## src/rtl/wb_port_arbiter_pkg.sv

```systemverilog
// ============================================================================
// Module : wb_pkg
// Brief  : Shared constants and encodings for the writeback port arbiter.
// Rev    : 1.0  initial release
// ============================================================================
`default_nettype none

package wb_pkg;

  localparam int DATA_W_DEF = 32;
  localparam int REG_AW_DEF = 5;
  localparam int STARVE_CW  = 4;

  localparam logic WB_SEL_MEM = 1'b0;
  localparam logic WB_SEL_ALU = 1'b1;

  typedef enum logic [0:0] {
    MEM_PRI = 1'b0,
    ALU_PRI = 1'b1
  } prio_state_e;

endpackage

`default_nettype wire

```

## src/rtl/wb_port_arbiter_if.sv

```systemverilog
// ============================================================================
// Module : wb_port_arbiter_if
// Brief  : Requester handshakes and register-file write port of the arbiter.
// Rev    : 1.0  initial release
// ============================================================================
`default_nettype none

interface wb_port_arbiter_if import wb_pkg::*; #(
  parameter int DATA_W = DATA_W_DEF,
  parameter int REG_AW = REG_AW_DEF
) ();

  logic              alu_valid;
  logic [REG_AW-1:0] alu_rd;
  logic [DATA_W-1:0] alu_data;
  logic              alu_ready;
  logic              mem_valid;
  logic [REG_AW-1:0] mem_rd;
  logic [DATA_W-1:0] mem_data;
  logic              mem_ready;
  logic              wb_sel;
  logic              rf_we;
  logic [REG_AW-1:0] rf_waddr;
  logic [DATA_W-1:0] rf_wdata;
  logic              busy;

  modport master (
    output alu_valid, alu_rd, alu_data, mem_valid, mem_rd, mem_data,
    input  alu_ready, mem_ready, wb_sel, rf_we, rf_waddr, rf_wdata, busy
  );

  modport slave (
    input  alu_valid, alu_rd, alu_data, mem_valid, mem_rd, mem_data,
    output alu_ready, mem_ready, wb_sel, rf_we, rf_waddr, rf_wdata, busy
  );

endinterface

`default_nettype wire

```

## src/rtl/wb_port_arbiter_prio_fsm.sv

```systemverilog
// ============================================================================
// Module : wb_prio_fsm
// Brief  : Priority state, ALU starvation counter and one-hot grant logic.
// Rev    : 1.0  initial release
// ============================================================================
`default_nettype none

module wb_prio_fsm import wb_pkg::*; #(
  parameter int REG_AW     = REG_AW_DEF,
  parameter int STARVE_MAX = 3
) (
  input  wire logic              clk,
  input  wire logic              rst,
  input  wire logic              alu_valid,
  input  wire logic [REG_AW-1:0] alu_rd,
  input  wire logic              mem_valid,
  input  wire logic [REG_AW-1:0] mem_rd,
  output logic                   grant_alu,
  output logic                   grant_mem
);

  localparam logic [STARVE_CW-1:0] STARVE_LIMIT = STARVE_CW'(STARVE_MAX - 1);
  localparam logic [STARVE_CW-1:0] STARVE_SAT   = {STARVE_CW{1'b1}};

  prio_state_e          state_q, state_d;
  logic [STARVE_CW-1:0] starve_cnt_q, starve_cnt_d;
  logic                 conflict;
  logic                 same_dest;

  // A same-destination pair always writes the older load first so the
  // younger ALU value is what finally lands in the register.
  always_comb begin
    conflict  = alu_valid & mem_valid;
    same_dest = conflict && (alu_rd == mem_rd) && (|alu_rd);
    grant_alu = 1'b0;
    grant_mem = 1'b0;
    if (conflict) begin
      if ((state_q == ALU_PRI) && !same_dest) begin
        grant_alu = 1'b1;
      end else begin
        grant_mem = 1'b1;
      end
    end else begin
      grant_alu = alu_valid;
      grant_mem = mem_valid;
    end
  end

  always_comb begin
    state_d      = state_q;
    starve_cnt_d = starve_cnt_q;
    if (grant_alu) begin
      starve_cnt_d = '0;
      state_d      = MEM_PRI;
    end else if (conflict) begin
      if (starve_cnt_q != STARVE_SAT) begin
        starve_cnt_d = starve_cnt_q + 1'b1;
      end
      if ((state_q == MEM_PRI) && (starve_cnt_q >= STARVE_LIMIT)) begin
        state_d = ALU_PRI;
      end
    end
  end

  always_ff @(posedge clk or posedge rst) begin
    if (rst) begin
      state_q      <= MEM_PRI;
      starve_cnt_q <= '0;
    end else begin
      state_q      <= state_d;
      starve_cnt_q <= starve_cnt_d;
    end
  end

endmodule

`default_nettype wire

```

## src/rtl/wb_port_arbiter.sv

```systemverilog
// ============================================================================
// Module : wb_port_arbiter
// Brief  : Arbitrates ALU and load-return writes onto the single register-file
//          write port; optional busy-cycle counter under WB_STALL_CNT_EN.
// Rev    : 1.0  initial release
// ============================================================================
`default_nettype none

module wb_port_arbiter import wb_pkg::*; #(
  parameter int DATA_W     = DATA_W_DEF,
  parameter int REG_AW     = REG_AW_DEF,
  parameter int STARVE_MAX = 3
) (
  input  wire logic      clk,
  input  wire logic      rst,
  wb_port_arbiter_if.slave bus
`ifdef WB_STALL_CNT_EN
  ,
  output logic [31:0]    stall_cnt
`endif
);

  logic              grant_alu;
  logic              grant_mem;
  logic              alu_ready;
  logic              mem_ready;
  logic              busy;
  logic              rf_we_q, rf_we_d;
  logic              wb_sel_q, wb_sel_d;
  logic [REG_AW-1:0] rf_waddr_q, rf_waddr_d;
  logic [DATA_W-1:0] rf_wdata_q, rf_wdata_d;

  wb_prio_fsm #(
    .REG_AW     (REG_AW),
    .STARVE_MAX (STARVE_MAX)
  ) u_prio_fsm (
    .clk       (clk),
    .rst       (rst),
    .alu_valid (bus.alu_valid),
    .alu_rd    (bus.alu_rd),
    .mem_valid (bus.mem_valid),
    .mem_rd    (bus.mem_rd),
    .grant_alu (grant_alu),
    .grant_mem (grant_mem)
  );

  // Requesters must never see an acceptance while reset is held.
  always_comb begin
    alu_ready = grant_alu & ~rst;
    mem_ready = grant_mem & ~rst;
    busy      = (bus.alu_valid & ~alu_ready) | (bus.mem_valid & ~mem_ready);
  end

  // Writes to x0 are consumed but never enable the register file.
  always_comb begin
    rf_we_d    = 1'b0;
    wb_sel_d   = wb_sel_q;
    rf_waddr_d = rf_waddr_q;
    rf_wdata_d = rf_wdata_q;
    if (alu_ready) begin
      rf_we_d    = |bus.alu_rd;
      wb_sel_d   = WB_SEL_ALU;
      rf_waddr_d = bus.alu_rd;
      rf_wdata_d = bus.alu_data;
    end else if (mem_ready) begin
      rf_we_d    = |bus.mem_rd;
      wb_sel_d   = WB_SEL_MEM;
      rf_waddr_d = bus.mem_rd;
      rf_wdata_d = bus.mem_data;
    end
  end

  always_ff @(posedge clk or posedge rst) begin
    if (rst) begin
      rf_we_q    <= 1'b0;
      wb_sel_q   <= WB_SEL_MEM;
      rf_waddr_q <= '0;
      rf_wdata_q <= '0;
    end else begin
      rf_we_q    <= rf_we_d;
      wb_sel_q   <= wb_sel_d;
      rf_waddr_q <= rf_waddr_d;
      rf_wdata_q <= rf_wdata_d;
    end
  end

  assign bus.alu_ready = alu_ready;
  assign bus.mem_ready = mem_ready;
  assign bus.busy      = busy;
  assign bus.rf_we     = rf_we_q;
  assign bus.wb_sel    = wb_sel_q;
  assign bus.rf_waddr  = rf_waddr_q;
  assign bus.rf_wdata  = rf_wdata_q;

`ifdef WB_STALL_CNT_EN
  logic [31:0] stall_cnt_q, stall_cnt_d;

  always_comb begin
    stall_cnt_d = stall_cnt_q;
    if (busy && (stall_cnt_q != 32'hFFFF_FFFF)) begin
      stall_cnt_d = stall_cnt_q + 32'd1;
    end
  end

  always_ff @(posedge clk or posedge rst) begin
    if (rst) begin
      stall_cnt_q <= '0;
    end else begin
      stall_cnt_q <= stall_cnt_d;
    end
  end

  assign stall_cnt = stall_cnt_q;
`endif

endmodule

`default_nettype wire

```

## src/flat_wrapper.sv

```systemverilog
// flat-port wrapper written by rule: the top's interface ports become plain ports
module wb_port_arbiter_flat import wb_pkg::*;
#(
  parameter int DATA_W     = DATA_W_DEF,
  parameter int REG_AW     = REG_AW_DEF,
  parameter int STARVE_MAX = 3
)
  (clk, rst, bus_alu_valid, bus_alu_rd, bus_alu_data, bus_mem_valid, bus_mem_rd, bus_mem_data, bus_alu_ready, bus_mem_ready, bus_wb_sel, bus_rf_we, bus_rf_waddr, bus_rf_wdata, bus_busy);
  wb_port_arbiter_if #(.DATA_W(DATA_W), .REG_AW(REG_AW)) bus_i ();
  input  wire logic clk;
  input  wire logic rst;
  input wire logic [$bits(bus_i.alu_valid)-1:0] bus_alu_valid;
  input wire logic [$bits(bus_i.alu_rd)-1:0] bus_alu_rd;
  input wire logic [$bits(bus_i.alu_data)-1:0] bus_alu_data;
  input wire logic [$bits(bus_i.mem_valid)-1:0] bus_mem_valid;
  input wire logic [$bits(bus_i.mem_rd)-1:0] bus_mem_rd;
  input wire logic [$bits(bus_i.mem_data)-1:0] bus_mem_data;
  output wire logic [$bits(bus_i.alu_ready)-1:0] bus_alu_ready;
  output wire logic [$bits(bus_i.mem_ready)-1:0] bus_mem_ready;
  output wire logic [$bits(bus_i.wb_sel)-1:0] bus_wb_sel;
  output wire logic [$bits(bus_i.rf_we)-1:0] bus_rf_we;
  output wire logic [$bits(bus_i.rf_waddr)-1:0] bus_rf_waddr;
  output wire logic [$bits(bus_i.rf_wdata)-1:0] bus_rf_wdata;
  output wire logic [$bits(bus_i.busy)-1:0] bus_busy;
  assign bus_i.alu_valid = bus_alu_valid;
  assign bus_i.alu_rd = bus_alu_rd;
  assign bus_i.alu_data = bus_alu_data;
  assign bus_i.mem_valid = bus_mem_valid;
  assign bus_i.mem_rd = bus_mem_rd;
  assign bus_i.mem_data = bus_mem_data;
  assign bus_alu_ready = bus_i.alu_ready;
  assign bus_mem_ready = bus_i.mem_ready;
  assign bus_wb_sel = bus_i.wb_sel;
  assign bus_rf_we = bus_i.rf_we;
  assign bus_rf_waddr = bus_i.rf_waddr;
  assign bus_rf_wdata = bus_i.rf_wdata;
  assign bus_busy = bus_i.busy;
  wb_port_arbiter #(.DATA_W(DATA_W), .REG_AW(REG_AW), .STARVE_MAX(STARVE_MAX)) u_core (.clk(clk), .rst(rst), .bus(bus_i));
endmodule
```

## config.mk

```make
export PLATFORM = sky130hd
export DESIGN_NAME = wb_port_arbiter_flat
export DESIGN_NICKNAME = d
export VERILOG_FILES = /design/src/rtl/wb_port_arbiter_pkg.sv /design/src/rtl/wb_port_arbiter_if.sv /design/src/rtl/wb_port_arbiter_prio_fsm.sv /design/src/rtl/wb_port_arbiter.sv /design/src/flat_wrapper.sv
export SDC_FILE = /design/constraint.sdc
export NUM_CORES = 1
export LEC_CHECK = 0
export ABC_CLOCK_PERIOD_IN_PS = 5600
export BUFFER_PORTS_ARGS = -buffer_cell sky130_fd_sc_hd__buf_2
export CAP_MARGIN = 0
export CORE_MARGIN = 1.5
export CORE_UTILIZATION = 45
export CTS_BUF_LIST = sky130_fd_sc_hd__clkbuf_2
export CTS_CLUSTER_SIZE = 12
export DETAILED_ROUTE_END_ITERATION = 16
export GPL_TIMING_DRIVEN = 0
export PLACE_DENSITY = 0.77
export SYNTH_ARGS = -nofsm -noshare
export SYNTH_HDL_FRONTEND = slang
export SYNTH_SLANG_ARGS = --single-unit
```

## constraint.sdc

```tcl
create_clock -name clk -period 5.6 [get_ports clk]
set_input_delay 0.28 -clock clk [delete_from_list [all_inputs] [get_ports clk]]
set_output_delay 0.28 -clock clk [all_outputs]
set_load 0.005 [all_outputs]
```

After elaboration in Yosys (flattened, before gate mapping)

Cells that the tools add are included.

Input bits: 78
Output and inout bits: 42
Word-level logic and storage cells: 51
Bits in registers: 44

Order comparisons: 1
Bitwise gates (word level): 10
Equality and inequality tests: 2
Reduce and logical (&&, ||, !) cells: 13
Add/subtract/negate cells: 1
Muxes and demuxes: 18

Operators with widths:

| cell                                                              | count |
|---|---|
| two-way mux 32 bit                                                | 2 |
| two-way mux 4 bit                                                 | 3 |
| two-way mux 1 bit                                                 | 11 |
| two-way mux 5 bit                                                 | 2 |
| OR reduction 5 bit                                                | 2 |
| nonzero test 2 bit                                                | 4 |
| AND 1 bit                                                         | 5 |
| == test 5 bit                                                     | 1 |
| adder 4 x 1 -> 4 bit, second input constant                       | 1 |
| greater-or-equal comparator 4 x 2 -> 1 bit, second input constant | 1 |
| logical AND 1 bit                                                 | 4 |
| inequality test 4 bit, second input constant                      | 1 |
| inverter 1 bit                                                    | 4 |
| AND reduction 2 bit                                               | 2 |
| zero test 1 bit                                                   | 1 |
| bitwise OR 1 bit                                                  | 1 |

Longest topological paths before layout

Word-level depth: 11
Gate-level depth with buffers: 6

Hierarchy

A second synthesis with hierarchy kept.

Cell total of the unflattened synthesis: 260
Area, all modules: 2422.3 µm²

By module, submodules not included:

| module          | sequential area each (µm²) | area an instance (µm²) | cells each | times used |
|---|---|---|---|---|
| wb_port_arbiter | 975.9                      | 2065.7                 | 218        | 1 |
| wb_prio_fsm     | 125.1                      | 356.6                  | 42         | 1 |

Worst setup path before layout

Ideal clock, no wire load.

Path kind: input to register
From: in rst
To: reg u_core.rf_waddr_q[0] (netlist: u_core.bus.rf_waddr[0])
Path slack: 3136 ps
Library setup time: 100 ps
Stages on the path: 4
Path buffers: 1
Arrival: 2364 ps
Cells stage by stage: clkinv_1 > clkbuf_1 > o22ai_1 > a311oi_1

Cells in the longest elaborated chain, start to end: 3

Ends and longest elaborated chain:

| what                                                    | RTL line                                     | RTL |
|---|---|---|
| start: declaration                                      | flat_wrapper.sv:11                           | `input wire logic rst;` |
| inverter 1 bit (*)                                      | wb_port_arbiter.sv:49, wb_port_arbiter.sv:50 |  |
| AND 1 bit, on equally long branches                     | wb_port_arbiter.sv:49, wb_port_arbiter.sv:50 |  |
| two-way mux 5 bit or nonzero test 2 bit (tied branches) | n/a                                          |  |
| end signal: assignment                                  | wb_port_arbiter.sv:82                        | `rf_waddr_q <= rf_waddr_d;` |
| end: declaration                                        | wb_port_arbiter.sv:30                        | `logic [REG_AW-1:0] rf_waddr_q, rf_waddr_d;` |

Every way passes the cells marked *; elsewhere a longest branch is shown, timed or not.
A chain may end at the register's enable or synchronous reset.

Worst setup path in the final report

From: reg u_core.u_prio_fsm.state_q
To: out bus_alu_ready

Cells in the longest elaborated chain, start to end: 4

Ends and longest elaborated chain:

| what                     | RTL line                       | RTL |
|---|---|---|
| start: declaration       | wb_port_arbiter_prio_fsm.sv:25 | `prio_state_e state_q, state_d;` |
| start signal: assignment | wb_port_arbiter_prio_fsm.sv:70 | `state_q <= state_d;` |
| logical AND 1 bit        | wb_port_arbiter_prio_fsm.sv:38 | `if ((state_q == ALU_PRI) && !same_dest) begin` |
| two-way mux 1 bit        | wb_port_arbiter_prio_fsm.sv:38 |  |
| two-way mux 1 bit        | wb_port_arbiter_prio_fsm.sv:37 | `if (conflict) begin` |
| AND 1 bit                | wb_port_arbiter.sv:49          | `alu_ready = grant_alu & ~rst;` |
| end: declaration         | flat_wrapper.sv:18             | `output wire logic [$bits(bus_i.alu_ready)-1:0] bus_alu_ready;` |

No other way between the ends.

==> results.cfg <==
[timing]
setup_viol_count_final = 0
fmax_ghz = 0.446
finalClockSkew_ns = 0.0151
rsz0062_at_grt = no
period_share_pct = 40.0
period_needed_ns = 2.24
tightestPinTransition_ns = 0.544
max_slew_margin_pct = 63.7
tns_ns = 0
maxSlewViolCount = 0
timing.final.hold_violations = 0

[setup_path]
cp_num_buf_inv = 2
cp.required_ns = 5.32
endpoint_kind = output pin
path_delay_family = buffers and inverters
path_cells = nand2b_1 > nand3_1 > clkbuf_1 > a21oi_4 > buf_2
path_class = register to output pin
cp-start-kind = register
critPathArrivalTime_ns = 1.96
crit_slowest_cell = dfrtp_1
slowest_delay_ns = 0.48
critPathMaxFanout = 10

[die]
die_w_um = 80.6
initial_core_util_pct = 46.3
die-area_um2 = 6490
rows = 28
coreArea_um2 = 5850
die_h_um = 80.6
boundaryPins = 120

[yosys]
yosys_warnings = 0
avgSynthCellArea_um2 = 9.03
yosys.cell_types.count = 37
yosysTopAreaCell = dfrtp_1
synth_common_cells = nor2_1, a211oi_1, dfrtp_1
async_flop_share_pct = 100
synth-edff-count = 0
yosys-top-cells-area = dfrtp_1, a211oi_1, nor2_1, a211oi_2, a311oi_1
ys_seq_elements = 44
synth_flop_cell = dfrtp_1
post-synth-top-area-fraction_pct = 40.6
synth_fp_nets = 380
synthCells = 300
netlist_area_um2 = 2710
seq_area_frac_synth_pct = 40.6
synth.most_common_cell = nor2_1

[clocking]
cts_resized = 0
cts_setup_buffers = 0
cts-root-buf = clkbuf_2
cts_buffers = 5
clkSlewWorstSetupHoldPaths_ns = 0.24
clk-insertion-delay-late_ns = 0.41
cts_tree = yes
clkSinkCount = 44
clockBufferDepth = 2
cts-hold-fix-buffers = 0
htree_levels = 2

[placement]
place_area_um2 = 3420
place_congestion = 0.924
hpwl_um = 5920
port_buffers = 119

[global_routing]
grt_max_degree = 34
grt_overflow = 0
antenna_found_initial = 0
grt_pass1_wl_um = 13200
grt_usage_pct = 26.1
grt_pass1_vias = 2735

[routing]
wl_um = 8110
drc = 0
num_vias = 2862
postRouteAntennaNets = 0
vias_per_cell = 5.69
wl_per_cell_um = 16.1
drt_first_pass_iters = 4
drtIter0Drc = 268

[layout]
area_growth_pct = 27.9
drive_above_1_share_pct = 37.4
fin_area_um2 = 3460
layout.nets = 507
fillers = 531
diodes = 0

[power]
ir_drop_uv = 129
power_density_nw_per_um2 = 273
p_leak_nw = 1.56

[job]
maxCapViolations = 0

[hold_path]
hold_path_class = primary input to register

[status]
outcome = finished clean
[state kept, by name, indices dropped and copies added, names as in the netlist]
name	cells
u_core.bus.rf_waddr	5
u_core.bus.rf_wdata	32
u_core.bus.rf_we	1
u_core.bus.wb_sel	1
u_core.u_prio_fsm.starve_cnt_q	4
u_core.u_prio_fsm.state_q	1
[metrics by stage]
step | hold WS (ns) | std cells | power [mW] | utilization, % | setup slack (ns)
after floorplan | 0.445 | 300 | 0.650 | - | 3.14
after global placement | 0.461 | 494 | 0.790 | 58.1 | 2.26
after detailed placement | 0.467 | 495 | 0.805 | 58.4 | 3.47
after CTS | 0.0891 | 503 | 0.944 | 59.2 | 3.35
after global routing | 0.0906 | 503 | 1.00 | 59.2 | 3.22
final | 0.0932 | 503 | 0.944 | 59.2 | 3.36
[path summary, 6_finish.rpt]
kind | endpoint | slack, ns | from | cells after the start
worst min-delay path | u_core.bus.rf_wdata[30] | 0.09 | bus_mem_data[30] | 3
min in group asynchronous | u_core.bus.rf_wdata[30] | 0.13 | rst | 3
worst max register to register | u_core.bus.rf_wdata[9] | 3.74 | u_core.u_prio_fsm.state_q | 6
worst min register to register | u_core.bus.wb_sel | 0.51 | u_core.bus.wb_sel | 1
max in group asynchronous | u_core.bus.rf_wdata[17] | 4.91 | rst | 4
worst max-delay path | bus_alu_ready | 3.36 | u_core.u_prio_fsm.state_q | 5
[metal layers]
metal  track usage (%)  vias to the layer above  wire length [µm]
met4              7.24                        0               116
met2              41.8                      113              3800
met3              4.32                       10               568
met1              36.2                     1363              3630
met5                 0                        -                 0
li1                  -                     1376                 -
[worst min-delay path, stage by stage]
cell,delay (ns)
buf_2,0.09
inv_1,0.06
a311oi_1,0.08
[power by group]
part	internal, mW	switching, mW
combinational	0.164	0.197
clock	0.0356	0.109
sequential	0.388	0.0511
total	0.587	0.357
[logic make-up (layout without fill, tap and decap cells)]
logic type,after synthesis,after routing,synth area share (%)
DFF,44,44,40.6
AOI/OAI and AO/OA,121,121,35.1
buffers and inverters,45,173,7.94
adders and majority gates,3,3,1.29
xor gates and xnor gates,7,7,2.26
and+or+nand+nor,80,80,12.7
[layout make-up]
type / count / area (µm²) / area share [%]
clock inverters: 1 / 8.76 / 0.253
clock buffers: 7 / 35.0 / 1.01
well taps: 75 / 93.8 / 2.71
flip-flops and latches: 44 / 1100 / 31.8
plain buffers: 28 / 153 / 4.41
inverters: 17 / 63.8 / 1.84
multi-input cells: 211 / 1390 / 40.2
repair buffers: 120 / 616 / 17.8
[cell usage in the layout, fill, tap and decap left out, types with 2 or more instances in the layout]
cell and count:
a211oi_1 45, a211oi_2 14, a21oi_1 18, a311oi_1 16, a31oi_1 4, and2_1 2
buf_2 126, buf_6 5, clkbuf_1 14, clkbuf_2 8, dfrtp_1 44, ha_1 2
inv_1 16, nand2_1 2, nand3_1 6, nor2_1 62, o211ai_2 2, o22ai_1 15
xnor2_1 6
No activity file was read; power rests on OpenSTA's default activity.
